--- src/rtl/fetch_sequencer_pkg.sv ---
// Shared widths, opcode constants and FSM state type for the instruction fetch sequencer.
package fetch_sequencer_pkg;

  localparam int PC_W     = 3;
  localparam int INSTR_W  = 12;
  localparam int OPCODE_W = 3;
  localparam int CNT_W    = 8;

  localparam logic [OPCODE_W-1:0] HALT_OP = 3'b111;

  typedef enum logic [1:0] {
    IDLE,
    FETCH,
    ISSUE,
    HALTED
  } fetch_state_t;

  function automatic logic isHaltOp(input logic [INSTR_W-1:0] instr);
    return instr[INSTR_W-1 -: OPCODE_W] == HALT_OP;
  endfunction

endpackage

--- src/rtl/fetch_sequencer_if.sv ---
// ROM address/data and datapath issue handshake bundle between the sequencer and its neighbours.
interface fetch_sequencer_if;
  import fetch_sequencer_pkg::*;

  logic [PC_W-1:0]    pc;
  logic [INSTR_W-1:0] rom_instr;
  logic [INSTR_W-1:0] instr;
  logic               instr_valid;
  logic               exec_ready;
  logic               jump_valid;
  logic [PC_W-1:0]    jump_target;

  modport master (
    output pc, instr, instr_valid,
    input  rom_instr, exec_ready, jump_valid, jump_target
  );

  modport slave (
    input  pc, instr, instr_valid,
    output rom_instr, exec_ready, jump_valid, jump_target
  );

endinterface

--- src/rtl/fetch_sequencer_pc_counter.sv ---
// Program counter: advances on each accepted instruction, loads a jump target, clears on restart.
module pc_counter
  import fetch_sequencer_pkg::*;
(
  input  logic            clk,
  input  logic            rst_n,
  input  logic            i_restart,
  input  logic            i_advance,
  input  logic            i_jump,
  input  logic [PC_W-1:0] i_target,
  output logic [PC_W-1:0] o_pc
);

  logic [PC_W-1:0] r_pc;

  // Restart outranks an accept in the same cycle; the increment wraps naturally at 2**PC_W.
  always_ff @(posedge clk or negedge rst_n) begin
    if (!rst_n) begin
      r_pc <= '0;
    end else if (i_restart) begin
      r_pc <= '0;
    end else if (i_advance) begin
      r_pc <= i_jump ? i_target : r_pc + PC_W'(1);
    end
  end

  assign o_pc = r_pc;

endmodule

--- src/rtl/fetch_sequencer.sv ---
// Fetch/issue sequencer for the 8-entry instruction ROM: run, single-step, jumps and HALT.
// Optional feature: define BREAKPOINT_EN to add a free-run address breakpoint (bp_en_i/bp_addr_i).
module fetch_sequencer
  import fetch_sequencer_pkg::*;
(
  input  logic             clk,
  input  logic             rst_n,
  input  logic             run_i,
  input  logic             step_i,
  input  logic             restart_i,
`ifdef BREAKPOINT_EN
  input  logic             bp_en_i,
  input  logic [PC_W-1:0]  bp_addr_i,
`endif
  fetch_sequencer_if.master bus,
  output logic             halted_o,
  output logic [CNT_W-1:0] retired_o
);

  fetch_state_t       r_state;
  logic [INSTR_W-1:0] r_instr;
  logic               r_valid;
  logic               r_halted;
  logic [CNT_W-1:0]   r_retired;

  logic [PC_W-1:0]    w_pc;
  logic               w_accept;
  logic               w_bpHit;

  assign w_accept = (r_state == ISSUE) && r_valid && bus.exec_ready;

  pc_counter u_pcCounter (
    .clk       (clk),
    .rst_n     (rst_n),
    .i_restart (restart_i),
    .i_advance (w_accept),
    .i_jump    (bus.jump_valid),
    .i_target  (bus.jump_target),
    .o_pc      (w_pc)
  );

`ifdef BREAKPOINT_EN
  logic r_stepEntry;

  // Remembers whether FETCH was entered by a step, so stepping can move past a breakpoint.
  always_ff @(posedge clk or negedge rst_n) begin
    if (!rst_n) begin
      r_stepEntry <= 1'b0;
    end else if (r_state == IDLE && (run_i || step_i)) begin
      r_stepEntry <= step_i;
    end else if (w_accept) begin
      r_stepEntry <= 1'b0;
    end
  end

  assign w_bpHit = run_i && !r_stepEntry && bp_en_i && (w_pc == bp_addr_i);
`else
  assign w_bpHit = 1'b0;
`endif

  always_ff @(posedge clk or negedge rst_n) begin
    if (!rst_n) begin
      r_state   <= IDLE;
      r_instr   <= '0;
      r_valid   <= 1'b0;
      r_halted  <= 1'b0;
      r_retired <= '0;
    end else if (restart_i) begin
      r_state  <= IDLE;
      r_valid  <= 1'b0;
      r_halted <= 1'b0;
    end else begin
      case (r_state)
        IDLE: begin
          if (run_i || step_i) begin
            r_state <= FETCH;
          end
        end
        FETCH: begin
          if (w_bpHit) begin
            r_state <= IDLE;
          end else begin
            r_instr <= bus.rom_instr;
            if (isHaltOp(bus.rom_instr)) begin
              r_state  <= HALTED;
              r_halted <= 1'b1;
            end else begin
              r_state <= ISSUE;
              r_valid <= 1'b1;
            end
          end
        end
        // Dropping run mid-instruction still lets the pending word retire before idling.
        ISSUE: begin
          if (w_accept) begin
            r_retired <= r_retired + CNT_W'(1);
            r_valid   <= 1'b0;
            r_state   <= run_i ? FETCH : IDLE;
          end
        end
        HALTED: begin
          r_state <= HALTED;
        end
        default: begin
          r_state <= IDLE;
        end
      endcase
    end
  end

  assign bus.pc          = w_pc;
  assign bus.instr       = r_instr;
  assign bus.instr_valid = r_valid;
  assign halted_o        = r_halted;
  assign retired_o       = r_retired;

endmodule
--- src/flat_wrapper.sv ---
// flat-port wrapper written by rule: the top's interface ports become plain ports
module fetch_sequencer_flat import fetch_sequencer_pkg::*;
  (clk, rst_n, run_i, step_i, restart_i, halted_o, retired_o, bus_pc, bus_instr, bus_instr_valid, bus_rom_instr, bus_exec_ready, bus_jump_valid, bus_jump_target);
  fetch_sequencer_if bus_i ();
  input  logic clk;
  input  logic rst_n;
  input  logic run_i;
  input  logic step_i;
  input  logic restart_i;
  output logic halted_o;
  output logic [CNT_W-1:0] retired_o;
  output wire logic [$bits(bus_i.pc)-1:0] bus_pc;
  output wire logic [$bits(bus_i.instr)-1:0] bus_instr;
  output wire logic [$bits(bus_i.instr_valid)-1:0] bus_instr_valid;
  input wire logic [$bits(bus_i.rom_instr)-1:0] bus_rom_instr;
  input wire logic [$bits(bus_i.exec_ready)-1:0] bus_exec_ready;
  input wire logic [$bits(bus_i.jump_valid)-1:0] bus_jump_valid;
  input wire logic [$bits(bus_i.jump_target)-1:0] bus_jump_target;
  assign bus_pc = bus_i.pc;
  assign bus_instr = bus_i.instr;
  assign bus_instr_valid = bus_i.instr_valid;
  assign bus_i.rom_instr = bus_rom_instr;
  assign bus_i.exec_ready = bus_exec_ready;
  assign bus_i.jump_valid = bus_jump_valid;
  assign bus_i.jump_target = bus_jump_target;
  fetch_sequencer u_core (.clk(clk), .rst_n(rst_n), .run_i(run_i), .step_i(step_i), .restart_i(restart_i), .bus(bus_i), .halted_o(halted_o), .retired_o(retired_o));
endmodule
--- config.mk ---
export PLATFORM = sky130hd
export DESIGN_NAME = fetch_sequencer_flat
export DESIGN_NICKNAME = d
export VERILOG_FILES = /design/src/rtl/fetch_sequencer_pkg.sv /design/src/rtl/fetch_sequencer_if.sv /design/src/rtl/fetch_sequencer_pc_counter.sv /design/src/rtl/fetch_sequencer.sv /design/src/flat_wrapper.sv
export SDC_FILE = /design/constraint.sdc
export NUM_CORES = 1
export LEC_CHECK = 0
export BUFFER_PORTS_ARGS = -buffer_cell sky130_fd_sc_hd__buf_4
export CAP_MARGIN = 20
export CORE_MARGIN = 8
export CORE_UTILIZATION = 40
export CTS_BUF_LIST = sky130_fd_sc_hd__clkbuf_4
export DETAILED_ROUTE_END_ITERATION = 8
export GPL_TIMING_DRIVEN = 0
export PLACE_DENSITY = 0.75
export SYNTH_ARGS = -nofsm -noshare
export SYNTH_HDL_FRONTEND = slang
export SYNTH_SLANG_ARGS = --single-unit
--- constraint.sdc ---
create_clock -name clk -period 1.9 [get_ports clk]
set_clock_uncertainty 0.2 [all_clocks]
set_input_delay 0.19 -clock clk [delete_from_list [all_inputs] [get_ports clk]]
set_output_delay 0.19 -clock clk [all_outputs]
set_load 0.05 [all_outputs]
== Word-level counts from Yosys, hierarchy flattened ==
Cells that the tools add are included.

* Add/sub/neg operators: 2
* Reduce and logical (&&, ||, !) cells: 13
* Muxes and demuxes: 16
* Bitwise logic cells: 1
* Equal/unequal tests: 7

{| class="wikitable"
|+ Operators by type and width
! kind !! number
|-
| 3-bit two-way mux || 3
|-
| 8-bit by 1-bit adder with 8-bit output (second input constant) || 1
|-
| 1-bit two-way mux || 8
|-
| 2-bit case mux with 4 select lines || 1
|-
| 2-bit two-way mux || 3
|-
| 3-bit != test (second input constant) || 2
|-
| 2-bit AND reduction || 3
|-
| 3-bit AND reduction || 2
|-
| 2-bit nonzero test || 3
|-
| 2-bit equality test (second input constant) || 2
|-
| 3-bit by 1-bit adder with 3-bit output (second input constant) || 1
|-
| 3-bit equality test (second input constant) || 1
|-
| 3-bit by 2-bit != test with 1-bit output (second input constant) || 1
|-
| 3-bit nonzero test || 1
|-
| 2-bit by 1-bit equality test with 1-bit output (second input constant) || 1
|-
| 1-bit logical AND || 2
|-
| 2-bit logical NOT || 1
|-
| 1-bit case mux with 2 select lines || 1
|-
| 1-bit logical OR || 1
|-
| 1-bit inverter || 1
|}

* Bits in registers: 27
* Word-level logic and storage cells: 45

== Longest topological paths before layout ==
* Word-level depth: 6
* Mapped depth: 4
* Gate-level depth less buffers: 4

== By module ==
From an unflattened synthesis, not the netlist that was laid out.

* Cell total of the unflattened synthesis: 96
* Area, all modules: 1216.2 um^2

{| class="wikitable"
|+ Modules (own cells, without submodules)
! module !! cells an instance !! area each (um^2) !! instances
|-
| fetch_sequencer || 80 || 1041.0 || 1
|-
| pc_counter || 16 || 175.2 || 1
|}

== Worst setup path after synthesis ==
Ideal clock, no wire load.

* Path type: reg2reg
* From: reg u_core.r_valid (netlist: u_core.bus.instr_valid)
* To: reg u_core.r_retired[1] (netlist: u_core.retired_o[1])
* Arrival: 1.494 ns
* Library setup time: 0.125 ns
* Required time: 1.575 ns
* Path slack: 0.081 ns
* Clock period less this slack: 1.819 ns
* Stages on the path, launching flop included: 4
* Cells stage by stage: dfrtp_1 > nand4b_4 > nor2_1 > mux2_2

* Word-level cells in the longest chain between the ends: 3

{| class="wikitable"
|+ Ends and longest elaborated chain
! element !! line !! text
|-
| from (decl) || fetch_sequencer.sv:22 || <nowiki>logic r_valid;</nowiki>
|-
| from (signal assigned) || fetch_sequencer.sv:65 || <nowiki>r_valid <= 1'b0;</nowiki>
|-
| from (signal assigned) || fetch_sequencer.sv:70 || <nowiki>r_valid <= 1'b0;</nowiki>
|-
| from (signal assigned) || fetch_sequencer.sv:89 || <nowiki>r_valid <= 1'b1;</nowiki>
|-
| 1-bit logical AND (2 in series) || fetch_sequencer.sv:30 || <nowiki>assign w_accept = (r_state == ISSUE) && r_valid && bus.exec_ready;</nowiki>
|-
| 3-bit AND reduction (no source line) || - ||
|-
| to (signal assigned) || fetch_sequencer.sv:96 || <nowiki>r_retired <= r_retired + CNT_W'(1);</nowiki>
|-
| to (decl) || fetch_sequencer.sv:24 || <nowiki>logic [CNT_W-1:0] r_retired;</nowiki>
|}

No other way between the ends.
A chain may end at the register's enable or synchronous reset.

== Worst setup path after layout ==
* From: reg u_core.r_state[1]
* To: reg u_core.r_instr[10] (netlist: u_core.bus.instr[10])

* Word-level cells in the longest chain between the ends: 2

{| class="wikitable"
|+ Ends and longest elaborated chain
! element !! line !! text
|-
| from (decl) || fetch_sequencer.sv:20 || <nowiki>fetch_state_t r_state;</nowiki>
|-
| from (signal assigned) || fetch_sequencer.sv:98 || <nowiki>r_state <= run_i ? FETCH : IDLE;</nowiki>
|-
| 2-bit by 1-bit equality test with 1-bit output || fetch_sequencer.sv:73 || <nowiki>case (r_state)</nowiki>
|-
| 2-bit AND reduction (no source line) || - ||
|-
| to (signal assigned) || fetch_sequencer.sv:83 || <nowiki>r_instr <= bus.rom_instr;</nowiki>
|-
| to (decl) || fetch_sequencer.sv:21 || <nowiki>logic [INSTR_W-1:0] r_instr;</nowiki>
|}

No other way between the ends.

==> metrics.txt <==
Final Cycle Share=94.0%; Seq pwr share=40.9%; cell area after synthesis=0.00119 sq mm; Overall Global Routing Usage=11.1%; pwr dens=1080 mW/mm^2; WL/cell=roughly 15 um; dpl ws=119 ps; register area=676 sq um; Die Y=approximately 70 um; number of global-route vias before repair=1,047; total die area=0.00497 sq mm; reg2reg end=u_core.bus.instr[10]$_DFFE_PN0P_; fraction of layout cells with a size suffix above 1=47.1%; count of final setup violators=0; internal cell power=0.00109 W; worst-path fanout max=10; # resized after CTS=0; first-pass detailed-route iteration total=4; final WL=around 2700 um; flop and latch count out of synthesis=27; worst skew pair latency=roughly 320 ps; number of library cell types mapped by synthesis=25; Yosys top cell area share=approximately 57%; Most used DFF post-synth=dfrtp_1; combinational share of power=46.1%; Hold Crit Endpoint=u_core.u_pcCounter.o_pc[1]$_DFFE_PN0P_; status=completed; Max clock buf depth=2; most numerous cell in the Yosys netlist=dfrtp_1; CTS tree=built; worst path required time=1920 ps; Async S/R FF share, synth=100%; antenna cell count=0; Sw Share=42.7%; CP delay by family, top=flip-flops; WP buf/inv=1; yosys warns=0; largest net degree at the start of global routing=28; worst reg2reg path depth=4; Worst Tran Pin Value=366 ps; die width=70.5 um; hold_buf cts=15; RD Place Congestion=0.687; leakage power=about 0.88 nW; Min-Delay Path Class=in -> reg; clk slew on worst S/H paths=140 ps; register area share after synthesis=56.9%; Area growth syn-to-layout=47.3%; Worst path max stage delay=450 ps; DP HPWL=around 2000 um; synthesized netlist cell count=88; Synth Net Count=112; Reg-to-Reg Start=u_core.r_state[1]$_DFFE_PN0P_; Antenna Nets Post-Route=0; Synth top cells by count=dfrtp_1 (27), mux2_2 (14), nor2_1 (5), xor2_1 (5); clk sinks=27; Worst path slowest cell=dfrtp_1; nets=178; Max H-tree Level=1; max-cap viol count=0; NetSw=0.000808 W; WHS Path Cells=3; Crit Path Class=reg -> reg; Peak Freq=560 MHz; DRT iter0 DRCs=34; Max IR drop VDD=0.931 mV; Max Slew Vio Count=0; Worst EP arrival=1800 ps; Clock Tree Root=clkbuf_4; CP cell instances=nand2b_1, nor2_1, buf_4, mux2_2; fin cells=184; post-CTS setup buffer count=0; nature of the critical path startpoint=flip-flop; Post-Route Setup TNS=0 ps; Multi-input gate area=approximately 480 sq um; CP Capture Type=flip-flop; post-synth top area cell=dfrtp_1; syn avg cell area=13.5 sq um; clock share of power=13.0%; placed insts=between 150 and 200; final setup margin=between 100 and 150 ps; critical hold path startpoint=bus_jump_target[1]; Port Buffers=46; Initial Utilization=42.7%; crit path time final=1790 ps; cell row count=19; flop-to-flop setup slack=about 110 ps; grt total ovfl=0; IO Pins=47; total power=0.00189 W; Placeable Area=0.00278 sq mm; synth top area cells=dfrtp_1 (57%), mux2_2 (13%), xor2_1 (3.7%); vias per cell=between 5 and 6; Filler Cell Count=219; final hold vios=0; global-route wire length before repair=between 4000 and 5000 um; max_slew headroom=75.5%; RSZ-0062 raised after global routing=no; number of antenna violations at the first check in global routing=0; DR vias=around 900; cts bufs inserted=3; number of synthesized flops with an enable pin=0; Residual DRC=0
## cell usage in the layout (no fill, tap or decap), drive strengths merged, types with 2 or more instances in the layout
cell type    Yosys  routed
nand2            3       3
a22o             5       5
dlygate4sd3      0      15
nor2             5       5
o21ai            2       2
buf              2      48
clkbuf           0       3
dfrtp           27      27
xnor2            3       3
nand2b           2       2
mux2            14      14
xor2             5       5
ha               2       2
inv              4       4
nor3             4       4
## cell type report
cell class	instances	share of cell area, %
Buffer	2	1.07
Clock buffer	3	1.29
Clock inverter	1	0.286
Inverter	4	0.858
Multi-Input combinational cell	55	27.3
Sequential cell	27	38.6
Tap cell	31	2.22
Timing Repair Buffer	61	28.3
## cells by family (layout without fill, tap and decap cells)
logic type / Yosys count / after routing / share of synthesized area, %
DFF: 27 / 27 / 56.9
adders and majority gates: 2 / 2 / 2.11
buffers and inverters: 6 / 71 / 2.84
AOI/OAI and AO/OA: 10 / 10 / 8.54
and+or+nand+nor: 21 / 21 / 10.4
muxes: 14 / 14 / 13.3
xor gates and xnor gates: 8 / 8 / 5.90
## flip-flops by register name, summed over array words and instances (netlist names)
register and count:
u_core.u_pcCounter.o_pc 3, u_core.retired_o 8, u_core.bus.instr 12, u_core.r_state 2
u_core.halted_o 1, u_core.bus.instr_valid 1
## how the worst max path moves through the flow
stage / start / end / slack (ps) / cells past startpoint
finish: u_core.r_state[1]$_DFFE_PN0P_ / u_core.bus.instr[10]$_DFFE_PN0P_ / 110 / 4
detailed placement: u_core.r_state[1]$_DFFE_PN0P_ / u_core.bus.instr[6]$_DFFE_PN0P_ / 120 / 4
floorplan: u_core.bus.instr_valid$_DFFE_PN0P_ / u_core.retired_o[1]$_DFFE_PN0P_ / 80 / 3
global placement: u_core.r_state[1]$_DFFE_PN0P_ / u_core.bus.instr[9]$_DFFE_PN0P_ / 160 / 4
global route: u_core.r_state[1]$_DFFE_PN0P_ / u_core.bus.instr[10]$_DFFE_PN0P_ / 20 / 4
CTS: u_core.r_state[1]$_DFFE_PN0P_ / u_core.bus.instr[9]$_DFFE_PN0P_ / 90 / 4
## worst reg2reg max path: cells and delay by family, from the launching register on
family	cells	cell delay (ps)
simple gates	2	430
flops	1	450
mux	1	350
buf+inv	1	250
## layer usage
layer	track usage [%]	vias to the layer above	share of wire [%]
met5	0	-	0
met4	3.35	0	0.63
met3	5.65	2	12
met2	17.4	39	44
met1	12.7	442	43
li1	-	438	-
## metrics by stage
stage          utilization (%)  hold slack, ps  area (sq um)
2_1_floorplan                -            -306          1190
3_3_place_gp              56.5           -81.4          1570
3_5_place_dp              56.5           -75.9          1570
4_1_cts                   62.9           0.689          1750
5_1_grt                   62.9            11.4          1750
6_report                  62.9            22.6          1750
## power groups by stage
stage                     Combinational [W]  Sequential (W)  Clock (W)
after detailed placement           0.000858        0.000787          0
after global routing               0.000920        0.000793   0.000277
after global placement             0.000846        0.000778          0
after floorplan                    0.000157         0.00119          0
final                              0.000873        0.000775   0.000246
after CTS                          0.000883        0.000777   0.000258
(Power assumes the default switching activity.)
